## src/rtl/countdown_ctrl.sv

```systemverilog
// countdown_ctrl: run controller for a 4-bit down counter.
// Clears the counter, enables it, counts 0 -> 4'hF wrap events (laps),
// stops after LAPS laps and pulses done for one cycle.
// Optional feature macro: COUNTDOWN_CTRL_PAUSE_EN (builds the PAUSE state
// and honours the pause input). Without it, pause is accepted but ignored.
// Handshake: start is a level request sampled on every rising edge but acted
// on only in IDLE; there is no ready/ack, busy high means a run is underway.
// All outputs are decoded from the state register; dbg_state exposes the
// raw state encoding for observation.
module countdown_ctrl #(
  parameter int LAPS  = 2,
  parameter int LAP_W = 4
) (
  input  logic             clk,
  input  logic             reset,
  input  logic             start,
  input  logic             pause,
  input  logic [3:0]       q_in,
  output logic             cnt_en,
  output logic             cnt_reset,
  output logic             busy,
  output logic             done,
  output logic [LAP_W-1:0] laps,
  output logic [2:0]       dbg_state
);

  typedef enum logic [2:0] {
    S_IDLE  = 3'd0,
    S_LOAD  = 3'd1,
    S_RUN   = 3'd2,
`ifdef COUNTDOWN_CTRL_PAUSE_EN
    S_PAUSE = 3'd3,
`endif
    S_DONE  = 3'd4
  } state_t;

  localparam logic [LAP_W-1:0] LAPS_V = LAP_W'(LAPS);

  state_t           state;
  state_t           state_nxt;
  logic             lap;
  logic [LAP_W-1:0] laps_inc;

`ifndef COUNTDOWN_CTRL_PAUSE_EN
  // pause has no effect in this build; the port stays for interface stability
  logic pause_unused;
  assign pause_unused = pause;
`endif

  // A lap is the counter sitting at zero while enabled; it wraps at this edge
  assign lap      = (state == S_RUN) && (q_in == 4'h0);
  assign laps_inc = laps + LAP_W'(1);

  // State register
  always_ff @(posedge clk) begin
    if (reset) state <= S_IDLE;
    else       state <= state_nxt;
  end

  // Next-state logic; the final lap wins over a pause request
  always_comb begin
    state_nxt = state;
    case (state)
      S_IDLE:  if (start) state_nxt = S_LOAD;
      S_LOAD:  state_nxt = S_RUN;
      S_RUN: begin
        if (lap && (laps_inc == LAPS_V)) state_nxt = S_DONE;
`ifdef COUNTDOWN_CTRL_PAUSE_EN
        else if (pause)                  state_nxt = S_PAUSE;
`endif
      end
`ifdef COUNTDOWN_CTRL_PAUSE_EN
      S_PAUSE: if (!pause) state_nxt = S_RUN;
`endif
      S_DONE:  state_nxt = S_IDLE;
      default: state_nxt = S_IDLE;
    endcase
  end

  // Lap counter: cleared in LOAD, bumped on each lap, held otherwise
  always_ff @(posedge clk) begin
    if (reset)                laps <= '0;
    else if (state == S_LOAD) laps <= '0;
    else if (lap)             laps <= laps_inc;
  end

  // Moore output decode; cnt_reset and cnt_en come from disjoint states
  always_comb begin
    cnt_en    = 1'b0;
    cnt_reset = 1'b0;
    busy      = 1'b0;
    done      = 1'b0;
    case (state)
      S_LOAD: begin
        cnt_reset = 1'b1;
        busy      = 1'b1;
      end
      S_RUN: begin
        cnt_en = 1'b1;
        busy   = 1'b1;
      end
`ifdef COUNTDOWN_CTRL_PAUSE_EN
      S_PAUSE: busy = 1'b1;
`endif
      S_DONE:  done = 1'b1;
      default: ;
    endcase
  end

  assign dbg_state = state;

endmodule

```

## config.mk

```make
export PLATFORM = sky130hd
export DESIGN_NAME = countdown_ctrl
export DESIGN_NICKNAME = d
export VERILOG_FILES = /design/src/rtl/countdown_ctrl.sv
export SDC_FILE = /design/constraint.sdc
export NUM_CORES = 1
export LEC_CHECK = 0
export ABC_AREA = 0
export ABC_CLOCK_PERIOD_IN_PS = 2200
export CORE_UTILIZATION = 30
export DETAILED_ROUTE_END_ITERATION = 6
export PLACE_DENSITY = 0.66
export RECOVER_POWER = 50
export SETUP_SLACK_MARGIN = 0.1
export SLEW_MARGIN = 25
export SYNTH_ARGS = -nofsm -noshare
export SYNTH_HDL_FRONTEND = slang
export SYNTH_SLANG_ARGS = --single-unit
export TNS_END_PERCENT = 100
```

## constraint.sdc

```tcl
create_clock -name clk -period 2.2 [get_ports clk]
set_input_delay 0.44 -clock clk [delete_from_list [all_inputs] [get_ports clk]]
set_output_delay 0.44 -clock clk [all_outputs]
set_load 0.02 [all_outputs]
```

# Yosys cells after proc, flatten, opt, wreduce, memory -nomap -nowiden
# Index checks and enable logic that the tools add are counted.
# totals
regBits,7
out_inout_bits,11
input_bits,8
# op_classes
n_reduce_logical,7
n_eq_ne,6
n_addsub,1
mux,7
# ops
cell,count
$pmux 3 s3,1
$mux 3,2
$add 4x1->4 const B,1
$eq 4x2->1 const B,1
$logic_not 4->1,1
$mux 1,4
$reduce_or 2->1,2
$eq 3x1->1 const B,1
$eq 3x2->1 const B,1
$eq 3x3->1 const B,1
$logic_not 3->1,1
$logic_and 1x1->1,2
$ne 2x1->1 const B,1
$ne 2x2->1 const B,1
$reduce_and 2->1,1

# Depth between registers and ports, before layout
# depth
ltp_word,5
depth_mapped,5
mapped_depth_nobuf,5

# Worst setup path after synthesis
# Ideal clock, no wire load.
# synth_path
path_type,in2reg
start,input port q_in[1]
end,register laps[3]
path_stages,4
t_arrival_ns,1.665
n_path_buf,1
setup_slack_ns,0.465
setup_ns,0.070
path_cell_list,or4_1 -> clkbuf_2 -> or4_1 -> a21oi_1
# synth_between
elab_chain_cells,2
# synth_lines
item,line_no,source
start: declaration,18,"input logic [3:0] q_in,"
$logic_not 4->1,51,assign lap = (state == S_RUN) && (q_in == 4'h0);
$logic_and 1x1->1,51,
end signal: assignment,84,else if (lap) laps <= laps_inc;
end: declaration,23,"output logic [LAP_W-1:0] laps,"
# Every way passes these cells.
# A chain may end at the register's enable or synchronous reset.

# Final worst setup path
# layout_path
start,register state[0] (netlist: dbg_state[0])
end,output port busy
# layout_between
elab_chain_cells,3
word_cells_on_any_way,4
classes_between,eq/ne: 2; mux: 1; reduce/logical: 1
# layout_lines
item,line_no,source
start: declaration,39,state_t state;
start signal: assignment,57,else state <= state_nxt;
$eq 3x2->1 or $eq 3x1->1 (tied branches),93,case (state)
$reduce_or 2->1 (no source line) *,n/a,
$mux 1 *,93,
end: declaration,21,"output logic busy,"
# Mark *: on every way between the ends. The rest lies on a longest branch, timed or not.

==> flow_summary.html <==
<table>
<tr><th>Metric</th><th>Value</th></tr>
<tr><th colspan="2">Outcome</th></tr>
<tr><td>Run status</td><td>completed</td></tr>
<tr><th colspan="2">Timing</th></tr>
<tr><td>Post-route fraction of the period consumed by the critical path</td><td>0.897</td></tr>
<tr><td>Slew @ Worst Pin</td><td>0.525 ns</td></tr>
<tr><td>Pins over their slew limit</td><td>0</td></tr>
<tr><td>Top achievable clock speed</td><td>0.507 GHz</td></tr>
<tr><td>Unrepaired setup endpoints after global routing</td><td>false</td></tr>
<tr><td>Final critical path time including I/O delays and setup</td><td>1.97 ns</td></tr>
<tr><td>Hold Violations, Final</td><td>0</td></tr>
<tr><td>Worst Skew</td><td>0.000715 ns</td></tr>
<tr><td>Total negative slack</td><td>0 ns</td></tr>
<tr><td># setup viols final</td><td>0</td></tr>
<tr><td>Remaining max-slew budget at the tightest pin</td><td>0.647</td></tr>
<tr><th colspan="2">Hold path</th></tr>
<tr><td>Hold Crit Class</td><td>flip-flop to flip-flop</td></tr>
<tr><td>Cell depth of the worst min-delay path</td><td>2</td></tr>
<tr><th colspan="2">Die</th></tr>
<tr><td>Chip width</td><td>38.8 µm</td></tr>
<tr><td>Die Y</td><td>38.8 µm</td></tr>
<tr><td>Die footprint</td><td>1510 µm²</td></tr>
<tr><td>Initial Util</td><td>0.343</td></tr>
<tr><td>Std cell rows</td><td>12</td></tr>
<tr><td>Core Box Area</td><td>1190 µm²</td></tr>
<tr><td>Total I/O pin count</td><td>19</td></tr>
<tr><th colspan="2">Clock tree</th></tr>
<tr><td>Post CTS Setup Buffer Count</td><td>0</td></tr>
<tr><td>Clk root buf</td><td>clkbuf_4</td></tr>
<tr><td>Clock sink count</td><td>7</td></tr>
<tr><td>Cts repair resizes</td><td>3</td></tr>
<tr><td>CTS H-tree depth</td><td>1</td></tr>
<tr><td>Hold-fix buffer count after cts</td><td>0</td></tr>
<tr><td>Clock tree from TritonCTS</td><td>done</td></tr>
<tr><td>Clock latency on the worst-skew pair</td><td>0.25 ns</td></tr>
<tr><td>Clock buffer count from CTS</td><td>3</td></tr>
<tr><td>Maximum clock insertion buffer count</td><td>2</td></tr>
<tr><td>Clock-pin slew on the worst setup and hold paths</td><td>0.05 ns</td></tr>
<tr><th colspan="2">Critical path</th></tr>
<tr><td>Reg2Reg Depth</td><td>4</td></tr>
<tr><td>Largest fanout on the critical path</td><td>6</td></tr>
<tr><td>Termination of the worst setup path</td><td>busy</td></tr>
<tr><td>Peak per-stage delay on the critical path</td><td>0.49 ns</td></tr>
<tr><td>Cells along the critical path</td><td>or3b_2, nand2_1, dlygate4sd2_1</td></tr>
<tr><td>Endpoint of the most critical register-to-register path</td><td>laps[3]</td></tr>
<tr><td>Class of the most critical setup path</td><td>flip-flop to primary output</td></tr>
<tr><td>Kind of capture point of the worst setup path</td><td>primary output</td></tr>
<tr><td>Cell type of the slowest stage on the worst timing path</td><td>or3b_2</td></tr>
<tr><td>Startpoint of the most critical setup path</td><td>dbg_state[0]</td></tr>
<tr><td>Worst Path Arrival</td><td>1.53 ns</td></tr>
<tr><td>Critical Path Start Type</td><td>flip-flop</td></tr>
<tr><td>Setup slack of the worst register-to-register path</td><td>0.51 ns</td></tr>
<tr><td>Required time worst endpoint</td><td>1.76 ns</td></tr>
<tr><td>Reg-to-Reg Start</td><td>dbg_state[1]</td></tr>
<tr><th colspan="2">Synth</th></tr>
<tr><td>Post-synth EDFFs</td><td>0</td></tr>
<tr><td>Async set-reset flop share out of synthesis</td><td>0</td></tr>
<tr><td>Cell area after technology mapping</td><td>407 µm²</td></tr>
<tr><td>Portion of synthesized cell area occupied by the leading cell type</td><td>0.345</td></tr>
<tr><td>Most frequent cells after synthesis</td><td>dfxtp_1 (7), inv_1 (5), a21oi_1 (4)</td></tr>
<tr><td>Cell taking the most area after synthesis</td><td>dfxtp_1</td></tr>
<tr><td>Mapped Cells</td><td>49</td></tr>
<tr><td>Post-Syn Area per Cell</td><td>8.30 µm²</td></tr>
<tr><td>Seq/Total Area, Yosys</td><td>0.345</td></tr>
<tr><td>Post-Synthesis Net Count</td><td>59</td></tr>
<tr><td>Most common cell in the netlist</td><td>dfxtp_1</td></tr>
<tr><td>YS warnings</td><td>0</td></tr>
<tr><td>Count of different cell masters after synthesis</td><td>27</td></tr>
<tr><td>Yosys reg bits</td><td>7</td></tr>
<tr><td>Synth Flop Type</td><td>dfxtp_1</td></tr>
<tr><td>Cell types occupying the most area after synthesis</td><td>dfxtp_1 (34%), ha_1 (6.2%), or4_1 (5.5%)</td></tr>
<tr><th colspan="2">GRT</th></tr>
<tr><td>Global routing's busiest layer</td><td>met1</td></tr>
<tr><td>Wire length of the first global-routing pass</td><td>1450 µm</td></tr>
<tr><td>Met1 capacity usage during global routing</td><td>0.206</td></tr>
<tr><td>Total congestion overflow after global routing</td><td>0</td></tr>
<tr><td>Initial antenna violation count</td><td>0</td></tr>
<tr><td>Aggregate global-route resource usage</td><td>0.151</td></tr>
<tr><td>Largest net degree at the start of global routing</td><td>9</td></tr>
<tr><td>Met2 track demand over resource in global routing</td><td>0.179</td></tr>
<tr><td>Number of global-route vias before repair</td><td>323</td></tr>
<tr><td>Global routing met3 resource utilization</td><td>0.0867</td></tr>
<tr><th colspan="2">Cells and area</th></tr>
<tr><td>Nets</td><td>82</td></tr>
<tr><td>Area growth from synthesis to layout</td><td>55.1%</td></tr>
<tr><td>Number of inserted filler cells in the final layout</td><td>118</td></tr>
<tr><td>Share of final-layout standard cells stronger than drive strength 1</td><td>0.113</td></tr>
<tr><td>Number of antenna diodes</td><td>0</td></tr>
<tr><th colspan="2">Pwr</th></tr>
<tr><td>Leakage dissipation</td><td>0.266 nW</td></tr>
<tr><td>Maximum vdd ir drop</td><td>0.334 mV</td></tr>
<tr><td>Sum of internal, switching and leakage power</td><td>0.309 mW</td></tr>
<tr><td>Pwr Density</td><td>490 nW/µm²</td></tr>
<tr><th colspan="2">Detailed routing</th></tr>
<tr><td>Number of design-rule violations left by the first detailed-router iteration</td><td>5</td></tr>
<tr><td>Remaining design rule violation count</td><td>0</td></tr>
<tr><td>Ratio of routed vias to standard cells</td><td>5.07</td></tr>
<tr><td>Total wirelength of the detailed-routed design</td><td>908 µm</td></tr>
<tr><td>Post-route antenna net violation count</td><td>0</td></tr>
<tr><td>Pre-antenna DRT Iters</td><td>2</td></tr>
<tr><td>Total number of vias</td><td>431</td></tr>
<tr><td>Post-DR wirelength/cell</td><td>10.7 µm</td></tr>
<tr><th colspan="2">Run</th></tr>
<tr><td>Count of max-cap constraint violations</td><td>0</td></tr>
<tr><th colspan="2">Placement</th></tr>
<tr><td>Placer's final routability congestion estimate</td><td>0.726</td></tr>
<tr><td>IO buf count</td><td>17</td></tr>
<tr><td>Detailed Place HPWL</td><td>724 µm</td></tr>
</table>
## area by class of cell
type | instances | area (µm²) | area share
inverters | 5 | 18.8 | 0.0298
flip-flops and latches | 7 | 140 | 0.222
well taps | 14 | 17.5 | 0.0278
clock buffers | 4 | 26.3 | 0.0417
repair buffers | 20 | 189 | 0.300
multi-input cells | 35 | 239 | 0.379
## power by group
| part | internal (mW) | switching, mW |
|---|---|---|
| combinational | 0.0280 | 0.0273 |
| sequential | 0.130 | 0.00362 |
| clock | 0.0694 | 0.0505 |
| total | 0.227 | 0.0814 |
## cells by family after synthesis
kind of cell / share of synthesized area
AOI/OAI and AO/OA: 0.197
buffers and inverters: 0.0677
and+or+nand+nor: 0.329
DFF: 0.345
adders and majority gates: 0.0615
## worst max-delay path, delay by kind of cell (launching register included)
kind / cells / cell delay, ns
buffers and inverters: 1 / 0.32
AND/OR/NAND/NOR: 2 / 0.57
flip-flops: 1 / 0.39
## sequential cells by signal, summed over array words and instances (netlist names)
name,count
laps,4
dbg_state,3
## per-layer routing
layer / share of wire / up-vias / wire length, µm
met5: 0 / - / 0
met4: 0.019 / 0 / 17
met3: 0.059 / 2 / 54
met2: 0.42 / 12 / 382
met1: 0.50 / 191 / 453
li1: - / 226 / -
## stage by stage
stage	util	worst slack [ns]	cells	instance area, µm²	hold WS [ns]
after floorplan	-	0.465	49	407	0.579
after global placement	0.513	0.0449	81	608	0.513
after detailed placement	0.513	0.0284	81	608	0.519
after CTS	0.532	0.211	85	631	0.534
after global routing	0.532	0.151	85	631	0.583
final	0.532	0.228	85	631	0.528
## worst min path at each step
stage	startpoint	endpoint	slack [ns]
floorplan	laps[3]	laps[3]	0.58
global placement	laps[3]	laps[3]	0.51
detailed placement	laps[3]	laps[3]	0.52
CTS	laps[2]	laps[2]	0.53
global route	laps[2]	laps[2]	0.58
finish	laps[2]	laps[2]	0.53
## cell usage in the layout, fill, tap and decap left out, drive strengths merged, types with 2 or more instances in the layout
| cell type | count |
|---|---|
| o31ai | 2 |
| buf | 2 |
| dlygate4sd3 | 6 |
| clkdlybuf4s50 | 8 |
| o21ai | 2 |
| a21oi | 4 |
| or4 | 3 |
| or3b | 2 |
| nand2 | 2 |
| inv | 5 |
| dlygate4sd2 | 3 |
| ha | 2 |
| clkbuf | 5 |
| nand2b | 2 |
| dfxtp | 7 |
| nor2 | 2 |
| nor3 | 2 |
No activity file was read; power rests on OpenSTA's default activity.
==> RTL change 1, RTL diff (same settings) <==
Build with the macro `COUNTDOWN_CTRL_PAUSE_EN` defined.
--- a/src/rtl/countdown_ctrl.sv
+++ b/src/rtl/countdown_ctrl.sv
@@ -7,6 +7,8 @@
 // on only in IDLE; there is no ready/ack, busy high means a run is underway.
 // All outputs are decoded from the state register; dbg_state exposes the
 // raw state encoding for observation.
+`define COUNTDOWN_CTRL_PAUSE_EN
+
 module countdown_ctrl #(
   parameter int LAPS  = 2,
   parameter int LAP_W = 4
Behaviour: not the same (Yosys sat finds a counterexample within 4 cycles, from zero or initial values and one cycle with reset high).
==> RTL change 1 against the original RTL <==
  * Wire length fell by 9.5%
  * Synthesized cell count fell by 10%
  * Sequential cell count did not move
  * Final area decreased by 4.2%
  * Power is 3.3% higher
  * Setup slack got worse by 3.1 ps
  * Synthesized area shrank 3.1%
  * First-iteration DRC count grew 80%
  * Highest routed layer unchanged
==> RTL change 1: results (changes against the original RTL) <==
power_and_ir_drop:
  p_seq_share_pct: 42.8  # -0.5 points
  power_leakage_nw: 0.218  # -18%
  switchingPower_uw: 83.3  # +2.4%
  ir_worst_vdd_uv: 296  # -11%
  pwr-share-clk_pct: 36.9  # -1.9 points
setup_path:
  critical-path-slowest-cell: "clkdlybuf4s50_1"
  reg2reg_from: "laps[0]$_SDFFE_PP0P_"
  r2r_cells: 5  # +1
  startpoint: "dbg_state[1]$_SDFFE_PP0P_"
  cpPeakStageDelay_ps: 640  # +150 ps
  crit_family: "buffers and inverters"
  endpoint: "cnt_en"
  rrSetupSlack_ps: 810  # +300 ps
  r2r-end: "dbg_state[1]$_SDFFE_PP0P_"
min_path:
  hold_start: "laps[3]$_SDFFE_PP0P_"
  hold_path_end: "laps[3]$_SDFFE_PP0P_"
  hold_depth: 3  # +1
logic_synthesis:
  synthTopCellsByArea: "dfxtp_1 36%, ha_1 6.3%, nor2_1 5.7%"
  ys_types: 22  # -19%
  ys_seq_area_share_pct: 35.6  # +1.1 points
  synth_fp_nets: 54  # -8.5%
  synth_compound_area_share_pct: 11.7  # -7.9 points
  synth-xor-area-share_pct: 6.67  # +6.7 points
route:
  met2WireLength_um: 341  # -11%
  wl_met1_um: 422  # -6.8%
  dr.pass1.iters: 4  # +2
  drtIter0Drc: 9  # +4
  wl_per_cell_um: 10.1  # -5.0%
  wl_met3_um: 47  # -13%
  avgViaCountPerCell: 4.72  # -7.0%
timing:
  finalClockSkew_ps: 3.71  # +2.99 ps
  holdWs_ps: 585  # +56.4 ps
  tightest_slew_ps: 877  # +353 ps
clock_tree:
  numCtsBuffers: 3  # unchanged
  post_cts.resized_instances: 0  # -3
global_route:
  met3_usage_pct: 3.49  # -5.2 points
  grt_max_degree: 8  # -1
  grt_pass1_vias: 331  # +2.5%
  met1_usage_pct: 16.9  # -3.7 points
  grt.total_usage_pct: 13.8  # -1.3 points
  grt_pass1_wl_um: 1310  # -9.5%
  use_met2_pct: 19.1  # +1.2 points
placement:
  post-dp-hpwl_um: 631  # -13%
  io_buffers: 18  # +1
finish:
  nFillCells: 122  # +3.4%
  drive_above_1_share_pct: 8.96  # -2.3 points
outcome:
  status: "finished clean"
RTL change 1: changes by cell type after synthesis, sizes merged, moves of 2 or more:
cell	delta
a21oi	-2
clkbuf	-2
inv	-2
nand2b	-2
nand4	+2
nor2	+4
nor3b	+3
o31ai	-2
or2	+2
or3b	-2
or4	-3
xor2	+2
RTL change 1: kinds of logic after synthesis:
kind of cell / count (synthesis)
fa+ha+maj: 2
xor+xnor: 3
flops: 7
simple gates: 22
buf+inv: 3
compound gates: 7
RTL change 1: metrics by stage:
step	power [mW]	std cells	cell area, µm²	setup WS (ps)	utilization [%]
CTS	0.330	81	626	115	54.1
floorplan	0.170	44	394	626	-
global placement	0.209	77	599	394	51.8
finish	0.319	81	604	224	52.3
global route	0.338	81	604	123	52.3
detailed placement	0.209	77	599	398	51.8
RTL change 1: layout make-up:
class,count,share of cell area [%]
Timing Repair Buffer,19,30.0
Tap cell,14,2.90
Sequential cell,7,23.2
Multi-Input combinational cell,34,37.7
Inverter,3,1.86
Clock buffer,4,4.35
==> RTL change 2, RTL diff (same settings) <==
Made on the original files. Register the output `dbg_state` once more, without a reset; this adds one clock of latency there. The other outputs are not delayed to match.
--- a/src/rtl/countdown_ctrl.sv
+++ b/src/rtl/countdown_ctrl.sv
@@ -107,7 +107,9 @@
     endcase
   end
 
-  assign dbg_state = state;
+  always_ff @(posedge clk) begin
+    dbg_state <= state;
+  end
 
 endmodule
 
Behaviour: not the same (a bounded check fails within 4 cycles, from zero or initial values and one cycle with reset high).
==> RTL change 2 against the original RTL <==
  * Synthesized area increased by 8.0%
  * Utilization decreased by 2.8 points
  * Setup slack better by 6.1 ps
  * Power grew 30%
  * Wire length up 4.6%
  * Critical path type unchanged
  * First-iteration DRC count is the same
  * Sequential power increased by 42%
  * Combinational power decreased by 9.8%
  * Register-to-register slack worse by 120 ps
  * Final area is 6.5% higher
  * Sequential cell count is 3 higher
==> RTL change 2: results (changes against the original RTL) <==
outcome:
  status: "finished clean"
clock_tree:
  clockBufferDepth: 2  # unchanged
  numCtsBuffers: 3  # unchanged
  cts_root_buf: "clkbuf_4"
  clkSlewWorstSetupHoldPaths_ps: 60
  worstSkewPairLatency_ps: 260
placement:
  io_buffers: 17  # unchanged
  post-dp-hpwl_um: 708  # -2.2%
  gp_congestion: 0.697  # -3.9%
  dpl_cell_area_um2: 634  # +4.3%
  dp_slack_ps: 47.7  # +19.3 ps
power_and_ir_drop:
  power_leakage_nw: 0.286  # +7.7%
  p_seq_uw: 190  # +42%
  p_seq_share_pct: 47.2  # +3.9 points
  power_frac_comb_pct: 12.4  # -5.5 points
  ir_worst_vdd_uv: 450  # +35%
  switchingPower_uw: 90.5  # +11%
logic_synthesis:
  ys_seq_area_share_pct: 45.6  # +11 points
  synth_fp_nets: 58  # -1.7%
  syn-instance-count: 48  # -2.0%
  synth_ff_type: "dfxtp_1"
  synthTopCellsByArea: "dfxtp_1 46%, ha_1 5.7%, o31ai_1 5.1%"
  synthTopCellsByCount: "10 x dfxtp_1, 4 x a21oi_1, 4 x inv_1"
  async_flop_share_pct: 0  # unchanged
  ys_types: 22  # -19%
route:
  wl_met1_um: 455  # +0.44%
  met2WireLength_um: 440  # +15%
  wirelength_um: 950  # +4.6%
  dr.pass1.iters: 3  # +1
  routed-via-count: 413  # -4.2%
  wl_met3_um: 54  # unchanged
  top_layer: "met3"
global_route:
  antenna_found_initial: 0  # unchanged
  met3_usage_pct: 10.0  # +1.3 points
  grt_max_degree: 10  # +1
  grt_pass1_vias: 323  # unchanged
  met1_usage_pct: 16.1  # -4.5 points
  grt.total_usage_pct: 13.8  # -1.3 points
  use_met2_pct: 20.6  # +2.6 points
  grt_pass1_wl_um: 1400  # -3.4%
finish:
  nNetsFinal: 80  # -2.4%
  largest_reg_flops: 4  # unchanged
  finalNonFillerCells: 84  # -1.2%
  drive_above_1_share_pct: 11.6  # +0.33 points
setup_path:
  r2r-end: "state[2]$_SDFFE_PP0P_"
  critical-path-slowest-cell: "dfxtp_1"
  rrSetupSlack_ps: 390  # -120 ps
  cp-end-kind: "primary output"
  cpPeakStageDelay_ps: 390  # -100 ps
  r2r_cells: 4  # unchanged
  reg2reg_from: "laps[0]$_SDFFE_PP0P_"
  startpoint: "state[1]$_SDFFE_PP0P_"
  path_max_fanout: 5  # -1
timing:
  finalClockSkew_ps: 1.58  # +0.866 ps
  tightest_slew_ps: 437  # -87.6 ps
  holdWs_ps: 396  # -132 ps
  fmaxAchievable_mhz: 509  # +0.31%
min_path:
  hold_start: "state[2]$_SDFFE_PP0P_"
  hold_depth: 0  # -2
  hold_path_end: "dbg_state[2]$_DFF_P_"
## RTL change 2: cell types whose count changed in the layout (fill, tap and decap cells not counted), moves of 2 or more
| cell | change |
|---|---|
| nor3b_1 | +2 |
| dlygate4sd2_1 | -2 |
| nand2b_1 | -2 |
| dfxtp_1 | +3 |
| or3_1 | +2 |
## RTL change 2: final cells by class
class                   count  area (µm²)
repair buffers             19         186
well taps                  15        18.8
inverters                   4        15.0
flip-flops and latches     10         200
clock buffers               4        36.3
fillers                   130         662
multi-input cells          32         215
## RTL change 2: cell families after synthesis
| kind of cell | Yosys count | share of synthesized area [%] |
|---|---|---|
| buffers and inverters | 6 | 5.41 |
| and+or+nand+nor | 19 | 27.9 |
| adders and majority gates | 2 | 5.70 |
| DFF | 10 | 45.6 |
| AOI/OAI and AO/OA | 11 | 15.4 |
## RTL change 2: repair_timing
action / 4_1_cts / 5_1_grt
endpoints found under the setup margin: 3 / 2
hold endpoints to repair: 0 / 0
gates resized for setup: 3 / 2
